### src/rtl/ili9341_spi_receiver.sv
// ILI9341-style SPI display receiver: deserialises command/data bytes, tracks the
// CASET/PASET window and turns RAMWR data into RGB565 frame-buffer writes.
module ili9341_spi_receiver #(
    parameter int COLS = 240,
    parameter int ROWS = 320
) (
    input  logic        CLK_I,
    input  logic        RST_I,
    input  logic        tftChipSelect,
    input  logic        tftSck,
    input  logic        tftMosi,
    input  logic        dataCtrl,
    output logic        pixelWe,
    output logic [16:0] pixelAddr,
    output logic [15:0] pixelDataOut,
    output logic        cmdStrobe,
    output logic [7:0]  cmdByte,
    output logic        frameDone
);

    localparam int COL_W = (COLS > 1) ? $clog2(COLS) : 1;
    localparam int ROW_W = (ROWS > 1) ? $clog2(ROWS) : 1;
    localparam logic [15:0] COL_MAX = 16'(COLS - 1);
    localparam logic [15:0] ROW_MAX = 16'(ROWS - 1);

    typedef enum logic [2:0] {
        IDLE     = 3'd0,
        CASET_P  = 3'd1,
        PASET_P  = 3'd2,
        RAMWR_HI = 3'd3,
        RAMWR_LO = 3'd4,
        IGNORE   = 3'd5
    } decState_t;

    logic [1:0]       csSync_r, sckSync_r, mosiSync_r, dcSync_r;
    logic             sckPrev_r;
    logic             sckRise_s;
    logic [2:0]       bitCnt_r;
    logic [6:0]       shift_r;
    logic             byteValid_r;
    logic [7:0]       rxByte_r;
    logic             byteDc_r;

    decState_t        state_r, nextState_s;
    logic             cmdLoad_s, paramTake_s, commit_s, hiTake_s, pixWrite_s;
    logic [1:0]       paramCnt_r;
    logic [7:0]       p0_r, p1_r, p2_r, hiByte_r;
    logic [15:0]      startW_s, endRaw_s, maxW_s, endClamp_s;
    logic             commitOk_s;

    logic [COL_W-1:0] colStart_r, colEnd_r, col_r;
    logic [ROW_W-1:0] pageStart_r, pageEnd_r, page_r;
    logic             colLast_s, pageLast_s;
    logic [16:0]      addrNext_s;

    logic             pixelWe_r, cmdStrobe_r, frameDone_r;
    logic [16:0]      pixelAddr_r;
    logic [15:0]      pixelData_r;
    logic [7:0]       cmdByte_r;

    // Two-flop synchronisers for all SPI-side inputs plus the SCK edge history.
    always_ff @(posedge CLK_I or negedge RST_I) begin
        if (!RST_I) begin
            csSync_r   <= 2'b11;
            sckSync_r  <= 2'b00;
            mosiSync_r <= 2'b00;
            dcSync_r   <= 2'b00;
            sckPrev_r  <= 1'b0;
        end else begin
            csSync_r   <= {csSync_r[0], tftChipSelect};
            sckSync_r  <= {sckSync_r[0], tftSck};
            mosiSync_r <= {mosiSync_r[0], tftMosi};
            dcSync_r   <= {dcSync_r[0], dataCtrl};
            sckPrev_r  <= sckSync_r[1];
        end
    end

    assign sckRise_s = sckSync_r[1] & ~sckPrev_r;

    // Byte assembly: CS high drops any partial byte so the next byte starts aligned.
    always_ff @(posedge CLK_I or negedge RST_I) begin
        if (!RST_I) begin
            bitCnt_r    <= 3'd0;
            shift_r     <= 7'd0;
            byteValid_r <= 1'b0;
            rxByte_r    <= 8'd0;
            byteDc_r    <= 1'b0;
        end else if (csSync_r[1]) begin
            bitCnt_r    <= 3'd0;
            byteValid_r <= 1'b0;
        end else if (sckRise_s) begin
            shift_r  <= {shift_r[5:0], mosiSync_r[1]};
            bitCnt_r <= bitCnt_r + 3'd1;
            if (bitCnt_r == 3'd7) begin
                byteValid_r <= 1'b1;
                rxByte_r    <= {shift_r, mosiSync_r[1]};
                byteDc_r    <= dcSync_r[1];
            end else begin
                byteValid_r <= 1'b0;
            end
        end else begin
            byteValid_r <= 1'b0;
        end
    end

    // Decoder state register.
    always_ff @(posedge CLK_I or negedge RST_I) begin
        if (!RST_I) begin
            state_r <= IDLE;
        end else begin
            state_r <= nextState_s;
        end
    end

    // Decoder next-state and per-byte action selection.
    always_comb begin
        nextState_s = state_r;
        cmdLoad_s   = 1'b0;
        paramTake_s = 1'b0;
        commit_s    = 1'b0;
        hiTake_s    = 1'b0;
        pixWrite_s  = 1'b0;
        if (byteValid_r) begin
            if (!byteDc_r) begin
                cmdLoad_s = 1'b1;
                case (rxByte_r)
                    8'h2A:   nextState_s = CASET_P;
                    8'h2B:   nextState_s = PASET_P;
                    8'h2C:   nextState_s = RAMWR_HI;
                    default: nextState_s = IGNORE;
                endcase
            end else begin
                case (state_r)
                    CASET_P, PASET_P: begin
                        paramTake_s = 1'b1;
                        if (paramCnt_r == 2'd3) begin
                            commit_s    = 1'b1;
                            nextState_s = IGNORE;
                        end else begin
                            nextState_s = state_r;
                        end
                    end
                    RAMWR_HI: begin
                        hiTake_s    = 1'b1;
                        nextState_s = RAMWR_LO;
                    end
                    RAMWR_LO: begin
                        pixWrite_s  = 1'b1;
                        nextState_s = RAMWR_HI;
                    end
                    default: nextState_s = state_r;
                endcase
            end
        end else begin
            nextState_s = state_r;
        end
    end

    // Window commit arithmetic and cursor address/wrap detection.
    always_comb begin
        startW_s   = {p0_r, p1_r};
        endRaw_s   = {p2_r, rxByte_r};
        maxW_s     = (state_r == CASET_P) ? COL_MAX : ROW_MAX;
        endClamp_s = (endRaw_s > maxW_s) ? maxW_s : endRaw_s;
        commitOk_s = (startW_s <= endClamp_s);
        colLast_s  = (col_r == colEnd_r);
        pageLast_s = (page_r == pageEnd_r);
        addrNext_s = 17'(page_r) * 17'(COLS) + 17'(col_r);
    end

    // Parameter capture, window registers and write cursor.
    always_ff @(posedge CLK_I or negedge RST_I) begin
        if (!RST_I) begin
            paramCnt_r  <= 2'd0;
            p0_r        <= 8'd0;
            p1_r        <= 8'd0;
            p2_r        <= 8'd0;
            hiByte_r    <= 8'd0;
            colStart_r  <= '0;
            colEnd_r    <= COL_W'(COLS - 1);
            pageStart_r <= '0;
            pageEnd_r   <= ROW_W'(ROWS - 1);
            col_r       <= '0;
            page_r      <= '0;
        end else if (cmdLoad_s) begin
            paramCnt_r <= 2'd0;
            if (rxByte_r == 8'h2C) begin
                col_r  <= colStart_r;
                page_r <= pageStart_r;
            end
        end else if (paramTake_s) begin
            paramCnt_r <= paramCnt_r + 2'd1;
            case (paramCnt_r)
                2'd0:    p0_r <= rxByte_r;
                2'd1:    p1_r <= rxByte_r;
                2'd2:    p2_r <= rxByte_r;
                default: p2_r <= p2_r;
            endcase
            if (commit_s && commitOk_s) begin
                if (state_r == CASET_P) begin
                    colStart_r <= COL_W'(startW_s);
                    colEnd_r   <= COL_W'(endClamp_s);
                end else begin
                    pageStart_r <= ROW_W'(startW_s);
                    pageEnd_r   <= ROW_W'(endClamp_s);
                end
            end
        end else if (hiTake_s) begin
            hiByte_r <= rxByte_r;
        end else if (pixWrite_s) begin
            if (colLast_s) begin
                col_r <= colStart_r;
                if (pageLast_s) begin
                    page_r <= pageStart_r;
                end else begin
                    page_r <= page_r + ROW_W'(1);
                end
            end else begin
                col_r <= col_r + COL_W'(1);
            end
        end
    end

    // Registered strobes and held output values.
    always_ff @(posedge CLK_I or negedge RST_I) begin
        if (!RST_I) begin
            pixelWe_r   <= 1'b0;
            cmdStrobe_r <= 1'b0;
            frameDone_r <= 1'b0;
            cmdByte_r   <= 8'd0;
            pixelAddr_r <= 17'd0;
            pixelData_r <= 16'd0;
        end else begin
            pixelWe_r   <= pixWrite_s;
            cmdStrobe_r <= cmdLoad_s;
            frameDone_r <= pixWrite_s & colLast_s & pageLast_s;
            if (cmdLoad_s) begin
                cmdByte_r <= rxByte_r;
            end
            if (pixWrite_s) begin
                pixelAddr_r <= addrNext_s;
                pixelData_r <= {hiByte_r, rxByte_r};
            end
        end
    end

    assign pixelWe      = pixelWe_r;
    assign cmdStrobe    = cmdStrobe_r;
    assign frameDone    = frameDone_r;
    assign cmdByte      = cmdByte_r;
    assign pixelAddr    = pixelAddr_r;
    assign pixelDataOut = pixelData_r;

endmodule

### config.mk
export PLATFORM = sky130hd
export DESIGN_NAME = ili9341_spi_receiver
export DESIGN_NICKNAME = d
export VERILOG_FILES = /design/src/rtl/ili9341_spi_receiver.sv
export SDC_FILE = /design/constraint.sdc
export NUM_CORES = 1
export LEC_CHECK = 0
export CAP_MARGIN = 20
export CORE_MARGIN = 3
export CORE_UTILIZATION = 55
export DETAILED_ROUTE_END_ITERATION = 6
export GPL_TIMING_DRIVEN = 0
export PLACE_DENSITY = 0.85
export SETUP_SLACK_MARGIN = 0.02
export SLEW_MARGIN = 20
export SYNTH_ARGS = -nofsm -noshare
export SYNTH_HDL_FRONTEND = slang
export SYNTH_SLANG_ARGS = --single-unit
export TNS_END_PERCENT = 30
### constraint.sdc
create_clock -name CLK_I -period 5.2 [get_ports CLK_I]
set_input_delay 0.78 -clock CLK_I [delete_from_list [all_inputs] [get_ports CLK_I]]
set_output_delay 0.78 -clock CLK_I [all_outputs]
set_load 0.01 [all_outputs]
======== After elaboration in Yosys (flattened, before gate mapping) ========
Cells that the tools add are included.
W data, S select, Z words.
storage, ports and cells
  word-level logic and storage cells ...... 121
  output and inout bits ................... 44
  input port bits ......................... 6
  flip-flop bits (word level) ............. 161
cells by class
  muxes and demuxes ....................... 41
  bitwise logic cells ..................... 8
  magnitude comparators ................... 2
  add/sub/neg operators ................... 5
  reduce and logical (&&, ||, !) cells .... 18
  multipliers ............................. 1
  equality and inequality tests ........... 18
operators with widths
  kind                    count
  $mux W9                 8
  $mux W8                 6
  $eq A8 B6 Y1 const B    3
  $mux W1                 18
  $pmux W3 S3             2
  $reduce_and A3 Y1       6
  $add A17 B8 Y17         1
  $gt A16 B9 Y1           1
  $le A16 B16 Y1          1
  $mux W16                1
  $mul A9 B4 Y13 const B  1
  $mux W3                 4
  $reduce_and A4 Y1       3
  $add A9 B1 Y9 const B   1
  $eq A9 B9 Y1            1
  $add A8 B1 Y8 const B   1
  $eq A8 B8 Y1            1
  $reduce_bool A2 Y1      4
  $eq A3 B2 Y1 const B    2
  $eq A3 B3 Y1 const B    2
  $not A1 Y1              5
  $reduce_and A5 Y1       1
  $eq A2 B2 Y1 const B    2
  $mux W2                 2
  other kinds (13)        16

======== Logic depth before layout (Yosys ltp) ========
Gate-level depths: netlist of the first run.
  depth after elaboration ................. 8
  depth in mapped cells ................... 20
  depth with buffers taken out ............ 18

======== Worst setup path after synthesis of the first run ========
Ideal clock, no wire load.
  kind .................................... flip-flop to flip-flop
  start point ............................. reg state_r[2]
  end point ............................... reg pageStart_r[2]
  path slack .............................. 649 ps
  data arrival time ....................... 4,425 ps
  buffers on the path ..................... 2
  setup time .............................. 125 ps
  stages on the path, launching flop included .. 19
  path through ............................ dfrtp_1 > or3_2 > ha_1 > a31o_2 > a21o_1 > a21oi_1 > o21ai_0 > clkbuf_1 > or2_2 > inv_1 > ha_1 > a21oi_1 > nor2b_1 > o21ai_0 > or2b_2 > a221o_2 > a21oi_4 > buf_12 > mux2_4
on the way
  word-level cells in the longest chain between the ends .. 7
ends and longest elaborated chain
  what                                          line           text
  from (decl)                                   44             decState_t state_r, nextState_s;
  from (signal assigned)                        111            state_r <= nextState_s;
  $eq A3 B1 Y1 or $eq A3 B2 Y1 (tied branches)  133, 163, 200
  $mux W9 or $reduce_or A2 Y1 (tied branches)   163, 133
  $gt A16 B9 Y1 or $mux W1 (tied branches)      164, 133
  $mux W16 or $mux W1 (tied branches)           164, 124
  $le A16 B16 Y1 or $mux W1 (tied branches)     165, 123
  $logic_and A1 B1 Y1                           199            if (commit_s && commitOk_s) begin
  $reduce_and A4 Y1 (no source line) *          n/a
  to (signal assigned)                          204            pageStart_r <= ROW_W'(startW_s);
  to (decl)                                     52             logic [ROW_W-1:0] pageStart_r, pageEnd_r, page_r;
Every way passes the cells marked *; elsewhere a longest branch is shown, timed or not.
A chain may end at the register's enable or synchronous reset.

======== Worst setup path after layout of the first run ========
  start point ............................. reg state_r[2]
  end point ............................... reg colStart_r[2]
on the way
  word-level cells in the longest chain between the ends .. 7
ends and longest elaborated chain
  what                                          line           text
  $eq A3 B1 Y1 or $eq A3 B2 Y1 (tied branches)  133, 163, 200
  $mux W9 or $reduce_or A2 Y1 (tied branches)   163, 133
  $gt A16 B9 Y1 or $mux W1 (tied branches)      164, 133
  $mux W16 or $mux W1 (tied branches)           164, 124
  $le A16 B16 Y1 or $mux W1 (tied branches)     165, 123
  $logic_and A1 B1 Y1                           199
  $reduce_and A4 Y1 (no source line) *          n/a
  to (signal assigned)                          201            colStart_r <= COL_W'(startW_s);
  to (decl)                                     51             logic [COL_W-1:0] colStart_r, colEnd_r, col_r;
Marks and branches as above.

==> flow_metrics.py, run 1 <==
metrics = {
    "layout": {
        "drive_above_1_share": 0.161,
        "post-route-util": 0.669,
        "fillCellCount": 1039,
        "antenna_cells": 0,
        "area_delta_synth_final_pct": 16.9,
        "nets": 945,
    },
    "synth": {
        "async_reset_ff_frac": 1.00,
        "syn_area_um2": 8440,
        "seq_area_frac_synth": 0.480,
        "syn_area_per_cell_um2": 10.7,
        "synth_edf_count": 0,
        "yosys_warnings": 0,
        "synth_cell_type_count": 61,
        "synth.most_common_cell": "dfrtp_1",
        "netlist.top_cell.by_area": "dfrtp_1",
        "ys.flop_type": "dfrtp_1",
        "synth_top_area_frac": 0.430,
        "synthTopCellsByCount": "145 x dfrtp_1, 136 x nand2_1, 59 x mux2_2, 56 x o21ai_0, 53 x ha_1",
        "synth_cells": 787,
        "synth_area_leaders": "dfrtp_1 43%, mux2_2 7.9%, ha_1 7.9%, nand2_1 6.1%, dfstp_2 5.0%",
        "synth-seq-cells": 161,
    },
    "sta": {
        "fin_crit_sh": 0.922,
        "worst_pin_slew_ps": 803,
        "finalCriticalPeriod_ps": 4790,
        "drv_slew": 0,
        "whs_ps": 345,
        "setup_viol": 0,
        "max_freq_mhz": 209,
        "fin_skew_ps": 8.39,
        "slew_headroom": 0.461,
        "rsz0062_at_grt": "no",
        "finalHoldViolCount": 0,
    },
    "die": {
        "dieHeight_um": 130,
        "die_area_um2": 16900,
        "initial_utilization": 0.572,
        "core_um2": 14800,
        "ios": 50,
        "num_rows": 44,
        "die_x_um": 130,
    },
    "setup_path": {
        "critPathLaunchType": "flop",
        "worst_ep_required_time_ps": 5510,
        "reg2reg_to": "colStart_r[2]",
        "path_depth": 18,
        "max_stage_delay_ps": 450,
        "arrival_ps": 5100,
        "cp_cell_sequence": "or3_4 > ha_1 > a31o_2 > a21o_1 > a21oi_1 > o21ai_0 > clkbuf_4 > or2_2 > inv_1 > ha_1 > a21oi_1 > nor2b_1 > o21ai_0 > or2b_2 > a221o_2 > a21oi_4 > buf_6 > mux2_2",
        "worstReg2RegStart": "state_r[2]",
        "r2r_slack_ps": 410,
        "path_buf_inv": 3,
        "crit_path_end_kind": "flop",
        "ff2ff_path_depth": 18,
        "crit_family": "compound AO/OA/AOI/OAI gates",
        "slowest_stage": "dfrtp_1",
        "cp_max_fo": 10,
        "crit_type": "flop to flop",
    },
    "pwr": {
        "p_leak_nw": 4.80,
        "powerDensity_nw_per_um2": 261,
        "vdd_drop_max_v": 0.000353,
    },
    "clock_tree": {
        "cts_made_buffers": 17,
        "cts_htree_levels": 4,
        "clkSinkCount": 161,
        "clock_latency_ps": 430,
        "cts_hold_buf": 0,
        "cts_buffer_depth": 2,
        "clockRootBuffer": "clkbuf_16",
        "tritoncts": "built",
        "clkSlewWorstSetupHoldPaths_ps": 60,
    },
    "global_routing": {
        "grt-ovfl-total": 0,
        "antenna_found_initial": 0,
        "grt_pass1_wl_mm": 30.4,
        "grt_pass1_vias": 6108,
        "grt_max_degree": 91,
        "track_usage": 0.231,
    },
    "flow_run": {
        "drv_cap": 0,
    },
    "drt": {
        "avgRoutedWirePerCell_um": 17.2,
        "wl_mm": 18.3,
        "drc": 0,
        "firstDrtPassIters": 5,
        "drt_iter0_markers": 481,
        "via_count": 6054,
        "ant_nets": 0,
        "routed_via_density": 5.67,
    },
    "min_path": {
        "min_path_type": "input port to asynchronous set/reset pin",
    },
    "placement": {
        "place.gp.congestion": 0.864,
        "dpl.hpwl_mm": 12.7,
        "port_buffers": 49,
    },
    "status": {
        "status": "finished, final reports clean",
    },
}
[area by class of cell]
class,instances,area [um^2],area share
Sequential cell,161,4050,0.410
Multi-Input combinational cell,566,4140,0.420
Inverter,38,143,0.0145
Clock buffer,19,443,0.0449
Clock inverter,13,129,0.0131
Buffer,28,136,0.0138
Tap cell,184,230,0.0233
Timing Repair Buffer,58,596,0.0604
[stage by stage]
stage	TNS, ps	instances	setup slack (ps)	power (mW)	cell area, um^2
2_1_floorplan	0	793	649	1.34	8460
3_3_place_gp	-453670	1026	-3030	1.38	9180
3_5_place_dp	0	1027	104	1.38	9210
4_1_cts	0	1059	64.3	2.58	9780
5_1_grt	0	1067	123	2.65	9860
6_report	0	1067	407	2.57	9860
[timing repair]
item	in CTS	in global routing
gates resized for setup	0	6
buffers inserted	0	8
endpoints found under the setup margin	0	34
[layout by cell type, fill, tap and decap left out, types with 31 or more instances in the layout]
cell type	instances
a21oi_1	31
clkdlybuf4s50_1	48
dfrtp_1	145
ha_1	53
inv_1	37
mux2_2	59
nand2_1	136
nor2_1	33
o21ai_0	55
[worst max-delay path by stage]
stage,slack (ps),endpoint,startpoint
floorplan,650,pageStart_r[2],state_r[2]
global placement,-3030,sckSync_r[1],RST_I
detailed placement,100,pageStart_r[7],state_r[2]
CTS,60,pageStart_r[3],state_r[2]
global route,120,colStart_r[1],state_r[2]
finish,410,colStart_r[2],state_r[2]
[per-layer routing]
| layer | GRT usage | vias to the layer above | wire [um] |
|---|---|---|---|
| li1 | - | 2880 | - |
| met5 | 0 | - | 0 |
| met1 | 0.294 | 2953 | 7730 |
| met2 | 0.389 | 176 | 9250 |
| met4 | 0.0856 | 0 | 525 |
| met3 | 0.0503 | 45 | 796 |
[kinds of logic after synthesis]
logic type | count (synthesis) | share of synthesized area
flops | 161 | 0.480
mux | 78 | 0.105
other cells | 1 | 0.000444
fa+ha+maj | 70 | 0.118
compound gates | 134 | 0.0982
xor+xnor | 37 | 0.0384
simple gates | 240 | 0.128
buf+inv | 66 | 0.0326
[power by group]
| part | internal, mW | switching (mW) | total [mW] | leakage (nW) |
|---|---|---|---|---|
| logic | 0.0265 | 0.0347 | 0.0612 | 2.37 |
| clock network | 0.679 | 0.533 | 1.21 | 0.275 |
| registers | 1.28 | 0.0179 | 1.30 | 2.15 |
| total | 1.99 | 0.585 | 2.57 | 4.80 |
[sequential cells by signal, indices dropped and copies added, names as in the netlist, 3 cells and up]
name and count:
pixelDataOut 16, p1_r 8, shift_r 7, pageStart_r 9
colStart_r 8, cmdByte 8, pageEnd_r 9, rxByte_r 8
hiByte_r 8, state_r 3, bitCnt_r 3, pixelAddr 17
colEnd_r 8, p0_r 8, p2_r 8, col_r 8
page_r 9
Note: power is estimated with default switching activity, not from simulation.
==> run 2: changes to the inputs <==
Settings changed: SLEW_MARGIN 20 to 10.
==> results of run 2 <==
The final DEF is identical to that of run 1; final timing and power are the same.
==> run 3: changes to the inputs <==
Settings changed: CAP_MARGIN 20 to default.
==> results of run 3 <==
The final DEF is identical to that of run 1; final timing and power are the same.
